## config.mk

```make
export PLATFORM = sky130hd
export DESIGN_NAME = pwu_retire_q
export DESIGN_NICKNAME = d
export VERILOG_FILES = /design/src/rtl/pwu_pkg.sv /design/src/rtl/pwu_retire_err_trk.sv /design/src/rtl/pwu_retire_q.sv
export SDC_FILE = /design/constraint.sdc
export NUM_CORES = 1
export LEC_CHECK = 0
export BUFFER_PORTS_ARGS = -buffer_cell sky130_fd_sc_hd__clkbuf_2
export CAP_MARGIN = 40
export CORE_MARGIN = 4
export CORE_UTILIZATION = 52
export CTS_CLUSTER_SIZE = 12
export DETAILED_ROUTE_END_ITERATION = 6
export PLACE_DENSITY_LB_ADDON = 0.05
export SYNTH_ARGS = -nofsm -noshare
export SYNTH_HDL_FRONTEND = slang
export SYNTH_SLANG_ARGS = --single-unit
```

## constraint.sdc

```tcl
create_clock -name clk -period 7 [get_ports clk]
set_input_delay 0.35 -clock clk [delete_from_list [all_inputs] [get_ports clk]]
set_output_delay 0.35 -clock clk [all_outputs]
set_load 0.03 [all_outputs]
```

## src/rtl/pwu_pkg.sv

```systemverilog
// Shared types and default widths for the PWU retire path.
package pwu_pkg;

    localparam int unsigned PWU_DEPTH      = 4;
    localparam int unsigned PWU_SID_W      = 8;
    localparam int unsigned PWU_RSP_TYPE_W = 4;
    localparam int unsigned PWU_PKT_ID_W   = 8;
    localparam int unsigned PWU_ERR_W      = 4;
    localparam int unsigned PWU_RM_W       = 3;
    localparam int unsigned PWU_ERR_CNT_W  = 8;

    // Fields are sized to the package widths; narrower module widths zero-extend into them.
    typedef struct packed {
        logic [PWU_SID_W-1:0]      sid;
        logic [PWU_RSP_TYPE_W-1:0] rsp_type;
        logic [PWU_PKT_ID_W-1:0]   pkt_id;
        logic                      status;
        logic [PWU_ERR_W-1:0]      err_code;
        logic [PWU_RM_W-1:0]       rm;
    } pwu_retire_rec_t;

endpackage

```

## src/rtl/pwu_retire_err_trk.sv

```systemverilog
// Retire-time error tracking: saturating error count and first-error capture.
module pwu_retire_err_trk
    import pwu_pkg::*;
#(
    parameter int unsigned SID_W     = PWU_SID_W,
    parameter int unsigned ERR_W     = PWU_ERR_W,
    parameter int unsigned ERR_CNT_W = PWU_ERR_CNT_W
) (
    input  logic                 clk,
    input  logic                 rstn,
    input  logic                 pop,
    input  pwu_retire_rec_t      head,
    input  logic                 err_clr,
    output logic [ERR_CNT_W-1:0] err_cnt,
    output logic                 err_first_vld,
    output logic [SID_W-1:0]     err_first_sid,
    output logic [ERR_W-1:0]     err_first_code
);

    logic                 err_pop;
    logic [ERR_CNT_W-1:0] cnt_base;
    logic                 first_base;
    logic                 unused_fields;

    assign err_pop       = pop & head.status;
    assign unused_fields = ^{head.rsp_type, head.pkt_id, head.rm};

    // Clear takes effect before a coincident error pop is accounted.
    assign cnt_base   = err_clr ? '0 : err_cnt;
    assign first_base = err_clr ? 1'b0 : err_first_vld;

    always_ff @(posedge clk) begin
        if (!rstn) begin
            err_cnt        <= '0;
            err_first_vld  <= 1'b0;
            err_first_sid  <= '0;
            err_first_code <= '0;
        end else begin
            err_cnt       <= (err_pop && cnt_base != '1) ? cnt_base + ERR_CNT_W'(1) : cnt_base;
            err_first_vld <= first_base | err_pop;
            if (err_pop && !first_base) begin
                err_first_sid  <= SID_W'(head.sid);
                err_first_code <= ERR_W'(head.err_code);
            end
        end
    end

endmodule

```

## src/rtl/pwu_retire_q.sv

```systemverilog
// DEPTH-entry retire FIFO between the PWU response generator and the NOU retire consumer.
module pwu_retire_q
    import pwu_pkg::*;
#(
    parameter int unsigned DEPTH      = PWU_DEPTH,
    parameter int unsigned SID_W      = PWU_SID_W,
    parameter int unsigned RSP_TYPE_W = PWU_RSP_TYPE_W,
    parameter int unsigned PKT_ID_W   = PWU_PKT_ID_W,
    parameter int unsigned ERR_W      = PWU_ERR_W,
    parameter int unsigned RM_W       = PWU_RM_W,
    parameter int unsigned ERR_CNT_W  = PWU_ERR_CNT_W
) (
    input  logic                         clk,
    input  logic                         rstn,
    input  logic                         flush,
    input  logic                         in_vld,
    output logic                         in_rdy,
    input  logic [SID_W-1:0]             in_sid,
    input  logic [RSP_TYPE_W-1:0]        in_rsp_type,
    input  logic [PKT_ID_W-1:0]          in_pkt_id,
    input  logic                         in_status,
    input  logic [ERR_W-1:0]             in_err_code,
    input  logic [RM_W-1:0]              in_rm,
    output logic                         out_vld,
    input  logic                         out_rdy,
    output logic [SID_W-1:0]             out_sid,
    output logic [RSP_TYPE_W-1:0]        out_rsp_type,
    output logic [PKT_ID_W-1:0]          out_pkt_id,
    output logic                         out_status,
    output logic [ERR_W-1:0]             out_err_code,
    output logic [RM_W-1:0]              out_rm,
    output logic [$clog2(DEPTH+1)-1:0]   cnt,
    output logic [ERR_CNT_W-1:0]         err_cnt,
    output logic                         err_first_vld,
    output logic [SID_W-1:0]             err_first_sid,
    output logic [ERR_W-1:0]             err_first_code,
    input  logic                         err_clr
);

    localparam int unsigned PTR_W = $clog2(DEPTH);
    localparam int unsigned CNT_W = $clog2(DEPTH+1);

    pwu_retire_rec_t  mem [DEPTH];
    pwu_retire_rec_t  in_rec;
    pwu_retire_rec_t  head;
    logic [PTR_W-1:0] wr_ptr;
    logic [PTR_W-1:0] rd_ptr;
    logic             push;
    logic             pop;

    assign in_rdy  = (cnt != CNT_W'(DEPTH)) & ~flush;
    assign out_vld = (cnt != '0);
    assign push    = in_vld & in_rdy;
    assign pop     = out_vld & out_rdy;

    always_comb begin
        in_rec          = '0;
        in_rec.sid      = PWU_SID_W'(in_sid);
        in_rec.rsp_type = PWU_RSP_TYPE_W'(in_rsp_type);
        in_rec.pkt_id   = PWU_PKT_ID_W'(in_pkt_id);
        in_rec.status   = in_status;
        in_rec.err_code = PWU_ERR_W'(in_err_code);
        in_rec.rm       = PWU_RM_W'(in_rm);
    end

    // Storage is not reset; head is gated by out_vld so stale entries never leak.
    always_ff @(posedge clk) begin
        if (push) begin
            mem[wr_ptr] <= in_rec;
        end
    end

    always_ff @(posedge clk) begin
        if (!rstn || flush) begin
            wr_ptr <= '0;
            rd_ptr <= '0;
            cnt    <= '0;
        end else begin
            if (push) wr_ptr <= wr_ptr + PTR_W'(1);
            if (pop)  rd_ptr <= rd_ptr + PTR_W'(1);
            if (push && !pop)      cnt <= cnt + CNT_W'(1);
            else if (pop && !push) cnt <= cnt - CNT_W'(1);
        end
    end

    assign head = out_vld ? mem[rd_ptr] : '0;

    assign out_sid      = SID_W'(head.sid);
    assign out_rsp_type = RSP_TYPE_W'(head.rsp_type);
    assign out_pkt_id   = PKT_ID_W'(head.pkt_id);
    assign out_status   = head.status;
    assign out_err_code = ERR_W'(head.err_code);
    assign out_rm       = RM_W'(head.rm);

    pwu_retire_err_trk #(
        .SID_W     (SID_W),
        .ERR_W     (ERR_W),
        .ERR_CNT_W (ERR_CNT_W)
    ) u_err_trk (
        .clk            (clk),
        .rstn           (rstn),
        .pop            (pop),
        .head           (head),
        .err_clr        (err_clr),
        .err_cnt        (err_cnt),
        .err_first_vld  (err_first_vld),
        .err_first_sid  (err_first_sid),
        .err_first_code (err_first_code)
    );

endmodule

```

==> results of run 1 <==
path summary, 6_finish.rpt:
check | startpoint | endpoint | slack, ps | depth (start not counted)
worst max-delay path | flip-flop | out_sid[0] | 4340 | 4
worst min-delay path | in_pkt_id[4] | mem[1][12] | 40 | 1
worst max register to register | cnt[0] | cnt[2] | 4360 | 8
worst min register to register | u_err_trk.err_first_sid[2] | u_err_trk.err_first_sid[2] | 490 | 2
worst register-to-register path: stages (launching register included):
cell,delay [ps]
dfxtp_1,450
nor2_1,100
a211oi_1,670
ha_1,300
inv_1,60
fa_1,370
xor2_1,170
or3_1,310
a21oi_1,140
power groups by stage:
stage	sequential, mW	combinational, mW	clock (mW)
after global routing	0.934	0.178	0.884
after CTS	0.932	0.168	0.845
final	0.932	0.165	0.828
after global placement	0.952	0.157	0
after detailed placement	0.950	0.167	0
after floorplan	0.952	0.106	0
sequential cells by signal (all words and copies together), names as in the netlist, named ones only:
| signal | cells |
|---|---|
| cnt | 3 |
| mem | 112 |
| rd_ptr | 2 |
| u_err_trk.err_cnt | 8 |
| u_err_trk.err_first_code | 4 |
| u_err_trk.err_first_sid | 8 |
| u_err_trk.err_first_vld | 1 |
| wr_ptr | 2 |
metal layers:
layer,vias up,part of all wire,GRT usage
li1,1439,-,-
met3,11,0.054,0.06576
met2,73,0.50,0.2922
met4,0,0.011,0.06010
met1,1561,0.43,0.2253
met5,-,0,0
cell type report:
| type | count | area, um2 | area share |
|---|---|---|---|
| Clock buffer | 20 | 425.4 | 0.06311 |
| Tap cell | 136 | 170.2 | 0.02525 |
| Sequential cell | 142 | 3965 | 0.5883 |
| Inverter | 8 | 30.03 | 0.004455 |
| Clock inverter | 12 | 121.4 | 0.01801 |
| Timing Repair Buffer | 90 | 478.0 | 0.07091 |
| Multi-Input combinational cell | 159 | 1550 | 0.2300 |
cell usage after synthesis, types with 3 or more instances:
cell      instances  area, um2
nand2b_1          3      18.77
and2_1           34      212.7
edfxtp_1        112       3363
mux4_2           21      473.0
o21ai_0           5      25.02
ha_1              6      75.07
clkbuf_1          8      30.03
buf_2             4      20.02
a21oi_1           8      40.04
nor2_1           21      78.83
or3_1             4      25.02
mux4_1            7      183.9
nand3_1           6      30.03
o31ai_1           3      22.52
or4_1             3      22.52
mux2i_1          16      160.2
inv_1             7      26.28
dfxtp_1          30      600.6
xor2_1            3      26.28
cell families after synthesis:
| kind of cell | Yosys count |
|---|---|
| AND/OR/NAND/NOR | 83 |
| multiplexers | 44 |
| XOR/XNOR | 5 |
| adder cells (fa/ha/maj) | 7 |
| flip-flops | 142 |
| buffers and inverters | 23 |
| AO/OA/AOI/OAI | 20 |
==> flow_summary.yaml, run 1 <==
power:
  power_leakage_nw: 2.439
  ir_worst_vdd_mv: 0.2494
  seqPwrFrac: 0.484
  power_frac_clock: 0.430
  comb_power_share: 0.086
  p_int_mw: 1.485
  p_total_mw: 1.926
  swShare: 0.2287
  net-switching-power_mw: 0.4403
  power.density_nw_per_um2: 285.7
die:
  die-area_um2: 12530
  ios: 88
  die_w_um: 112.0
  die_y_um: 112.0
  core_area_um2: 10420
  initial_utilization: 0.5395
  row_count: 37
cells_and_area:
  fin_area_um2: 6740
  layout-drive-gt1-share: 0.3387
  final_cell_mix: "edfxtp_1, clkbuf_2, and2_1"
  final_cells: 567
  syn2layout_area_growth_pct: 19.95
  final_common_cell: "edfxtp_1"
  fin_util: 0.6471
  n_antenna_cell: 0
  layout.nets: 459
  nFillCells: 772
clock_tree:
  root_buffer: "clkbuf_8"
  clockBufferDepth: 2
  post_cts_resized: 0
  htree_num_levels: 4
  numCtsBuffers: 17
  clock_sinks: 142
  cts_tree: "yes"
  clkSlewWorstSetupHoldPaths_ps: 60
  clk_latency_ps: 530
  cts_hold_buffers: 0
  cts_setup_buffers: 0
yosys:
  synthAdderAreaFrac: 0.01692
  syn_area_per_cell_um2: 17.34
  synth_ff_type: "edfxtp_1"
  synthXorXnorAreaFrac: 0.007793
  synth-simple-area-share: 0.08305
  netlist_instances: 324
  synth-edff-count: 112
  synth_area_um2: 5619
  synth_top_family_by_area: "multiplexers"
  synth-compound-area-share: 0.02182
  synth_warnings: 0
  ys_seq_area_frac: 0.7054
  synth_cell_types: 36
  muxShareOfSynthArea: 0.1454
  async_reset_ff_frac: 0
  syn_nets: 365
  ys_seq_elements: 142
critical_path:
  cp_slowest_cell: "dfxtp_2"
  critical_path.max_stage_delay_ps: 610
  cp_max_fo: 16
  endpoint_kind: "output port"
  crit_chain: "buf_12 > mux4_2 > and2_1 > clkbuf_2"
  cp_num_buf_inv: 2
  cp-start-kind: "flip-flop"
  worst_ep_arrival_time_ps: 2310
  critical_path_class: "flip-flop to output port"
  cp.required_ps: 6650
  crit_family: "flip-flops"
placed_design:
  dp_slack_ps: 4363
  place_hpwl_um: 6561
  place.gp.congestion: 0.7626
  port-buffer-count: 87
  postPlaceCellArea_um2: 6193
  dp.cells: 535
min_path:
  hold_path.class: "input pin to flip-flop"
grt:
  grt-ovfl-total: 0
  grt_pass1_vias: 3222
  antenna_found_initial: 0
  gr-usage-all-layers: 0.1797
  grt_max_degree: 29
  grt_pass1_wl_um: 17000
routing:
  via_per_inst: 5.439
  drt_first_pass_iters: 4
  drc: 0
  wl_per_cell_um: 18.28
  num_vias: 3084
  wirelength_um: 10360
  antenna_left: 0
  drtIter0Drc: 123
sta:
  period_share: 0.3796
  hold_viol_final: 0
  finalSetupTns_ps: 0
  relSlewSlack: 0.4597
  layout_setup_ws_ps: 4343
  finClkSkew_ps: 6.038
  fmax_mhz: 376.4
  setup_viol: 0
  report.final.slew_viol_count: 0
  whs_ps: 41.79
  worstMarginPinSlew_ps: 810.4
  fin_crit_ps: 2657
  rsz0062_at_grt: "false"
outcome:
  status: "complete, no violations"
flow_run:
  drv_cap: 0
(Power assumes the default switching activity.)
==> inputs of run 2 (changes only) <==
--- a/config.mk
+++ b/config.mk
@@ -5,6 +5,7 @@
 export SDC_FILE = /design/constraint.sdc
 export NUM_CORES = 1
 export LEC_CHECK = 0
+export ABC_AREA = 1
 export BUFFER_PORTS_ARGS = -buffer_cell sky130_fd_sc_hd__clkbuf_2
 export CAP_MARGIN = 40
 export CORE_MARGIN = 4
==> constraint.sdc (replaced) <==
create_clock -name clk -period 2.7 [get_ports clk]
set_input_delay 0.135 -clock clk [delete_from_list [all_inputs] [get_ports clk]]
set_output_delay 0.135 -clock clk [all_outputs]
set_load 0.03 [all_outputs]
==> run 2 against run 1 <==
Utilization increased by 2.1 points; critical path depth increased by 1; via count up 38%; cell area is 8.9% higher; count of clock-buffer cells in the layout is 3 lower; sequential power grew to 2.6 times the previous value; synthesized area is 5.4% higher; largest power group unchanged.
==> flow_summary.yaml, run 2 <==
outcome:
  status: "complete, no violations"
yosys:
  ys_seq_elements: 142
  netlist_instances: 570
  ys_seq_area_frac: 0.6692
  synth_warnings: 0
  yosys.area.top_type_share: 0.5678
  synth_area_um2: 5923
  synth_ff_type: "edfxtp_1"
  syn_nets: 611
  synth_common_cells: "nor2_1, edfxtp_1, nand2_1"
  synth-edff-count: 112
  syn_area_per_cell_um2: 10.39
  async_reset_ff_frac: 0
  synth.most_common_cell: "nor2_1"
  synthTopCellsByArea: "edfxtp_1, dfxtp_1, nor2_1"
  synth_cell_types: 28
  synth_top_area_cell: "edfxtp_1"
grt:
  grt_pass1_vias: 4066
  grt-ovfl-total: 0
  antenna_found_initial: 0
  grt_max_degree: 58
  grt_pass1_wl_um: 20490
  gr-usage-all-layers: 0.2036
clock_tree:
  htree_num_levels: 4
  cts_tree: "yes"
  numCtsBuffers: 17
  clockBufferDepth: 2
  post_cts_resized: 0
  clkSlewWorstSetupHoldPaths_ps: 60
  root_buffer: "clkbuf_16"
  clk_latency_ps: 420
  clock_sinks: 142
critical_path:
  cp-start-kind: "flip-flop"
  endpoint_kind: "output port"
  worst_ep_arrival_time_ps: 2200
  critical_path_class: "flip-flop to output port"
  r2r-start: "cnt[0]"
  cp_max_fo: 40
  cp.required_ps: 2570
die:
  die_y_um: 114.7
  die_w_um: 114.7
  initial_utilization: 0.5393
  die-area_um2: 13160
  ios: 88
  core_area_um2: 10980
  row_count: 38
cells_and_area:
  multi_input_area_um2: 1672
  nFillCells: 882
  seq_area_um2: 3965
  layout-drive-gt1-share: 0.2029
  fin_util: 0.6680
  top_register: "mem"
  syn2layout_area_growth_pct: 23.87
  reg_top3: "mem (112), u_err_trk.err_cnt (8), u_err_trk.err_first_sid (8)"
  layout.nets: 728
  largest_reg_flops: 112
  n_antenna_cell: 0
  final_common_cell: "nor2_1"
  final_cell_mix: "nor2_1, edfxtp_1, clkbuf_2"
routing:
  drc: 0
  drt_first_pass_iters: 5
  antenna_left: 0
  wirelength_um: 12630
  drtIter0Drc: 257
  wl_per_cell_um: 15.03
  num_vias: 4244
  via_per_inst: 5.052
sta:
  whs_ps: 79.02
  report.final.slew_viol_count: 0
  fmax_mhz: 428.5
  worstMarginPinSlew_ps: 651.3
  relSlewSlack: 0.5651
  fin_crit_ps: 2334
  hold_viol_final: 0
  period_share: 0.8643
  setup_viol: 0
  finClkSkew_ps: 6.139
  rsz0062_at_grt: "false"
  finalSetupTns_ps: 0
power:
  ir_worst_vdd_mv: 0.5837
  power_leakage_nw: 2.940
  power.density_nw_per_um2: 703.5
min_path:
  hold_path.class: "input pin to flip-flop"
  worstHoldStart: "err_clr"
placed_design:
  port-buffer-count: 87
  place_hpwl_um: 7415
  place.gp.congestion: 0.8414
flow_run:
  drv_cap: 0
run 2: changes by cell type after synthesis, sizes merged, moves of 9 or more:
| cell | previous run | this run |
|---|---|---|
| and2 | 34 | 0 |
| mux2i | 16 | 0 |
| mux4 | 28 | 0 |
| nand2 | 3 | 72 |
| nand3 | 6 | 15 |
| o21ai | 5 | 60 |
| a21oi | 8 | 36 |
| buf | 7 | 19 |
| inv | 7 | 42 |
| nor2 | 21 | 161 |
run 2: path summary, 6_finish.rpt:
kind / slack (ps) / to / depth (start not counted)
worst max-delay path: 370 / out_pkt_id[2] / 5
worst min-delay path: 80 / u_err_trk.err_cnt[3] / 4
worst max register to register: 590 / cnt[2] / 10
worst min register to register: 510 / u_err_trk.err_first_sid[0] / 4
run 2: area by class of cell:
| type | instances | share of cell area |
|---|---|---|
| Clock buffer | 17 | 0.05798 |
| Clock inverter | 15 | 0.01756 |
| Inverter | 42 | 0.02149 |
| Multi-Input combinational cell | 361 | 0.2278 |
| Sequential cell | 142 | 0.5404 |
| Tap cell | 140 | 0.02387 |
| Timing Repair Buffer | 123 | 0.1108 |
run 2: repair_timing:
item / CTS / global route
hold endpoints to repair: 112 / 0
hold buffers: 28 / 0
setup buffers: 0 / 0
run 2: cell families (layout without fill, tap and decap cells):
kind of cell	count (synthesis)	after routing	share of synthesized area
fa+ha+maj	7	7	0.01605
simple gates	254	254	0.1726
xor+xnor	2	2	0.002958
buf+inv	67	197	0.05429
flops	142	142	0.6692
compound gates	98	98	0.08492
run 2: layer usage:
layer | track usage | share of wire | vias up
met4 | 0.07590 | 0.016 | 0
met5 | 0 | 0 | -
met2 | 0.3310 | 0.48 | 108
li1 | - | - | 2136
met3 | 0.05497 | 0.052 | 17
met1 | 0.2639 | 0.45 | 1983
run 2: power by group:
group	switching, mW	internal [mW]	total, mW
Clock	0.861	1.33	2.19
Sequential	0.0187	2.41	2.43
Combinational	0.378	0.159	0.537
run 2: per-stage QoR:
step                instances  total power [mW]  worst slack, ps  instance area (um2)
finish                    840             5.162            366.4                 7337
floorplan                 570             2.816            102.0                 5937
detailed placement        780             2.983            613.0                 6502
global route              840             5.362            227.5                 7337
global placement          780             2.973            727.9                 6502
CTS                       840             5.201            401.6                 7337
run 2: worst max-delay path, cell delays in order, from the launching register on:
cell	delay, ps
dfxtp_2	320
inv_2	460
buf_4	330
o21ai_0	120
a21oi_1	260
clkbuf_2	260
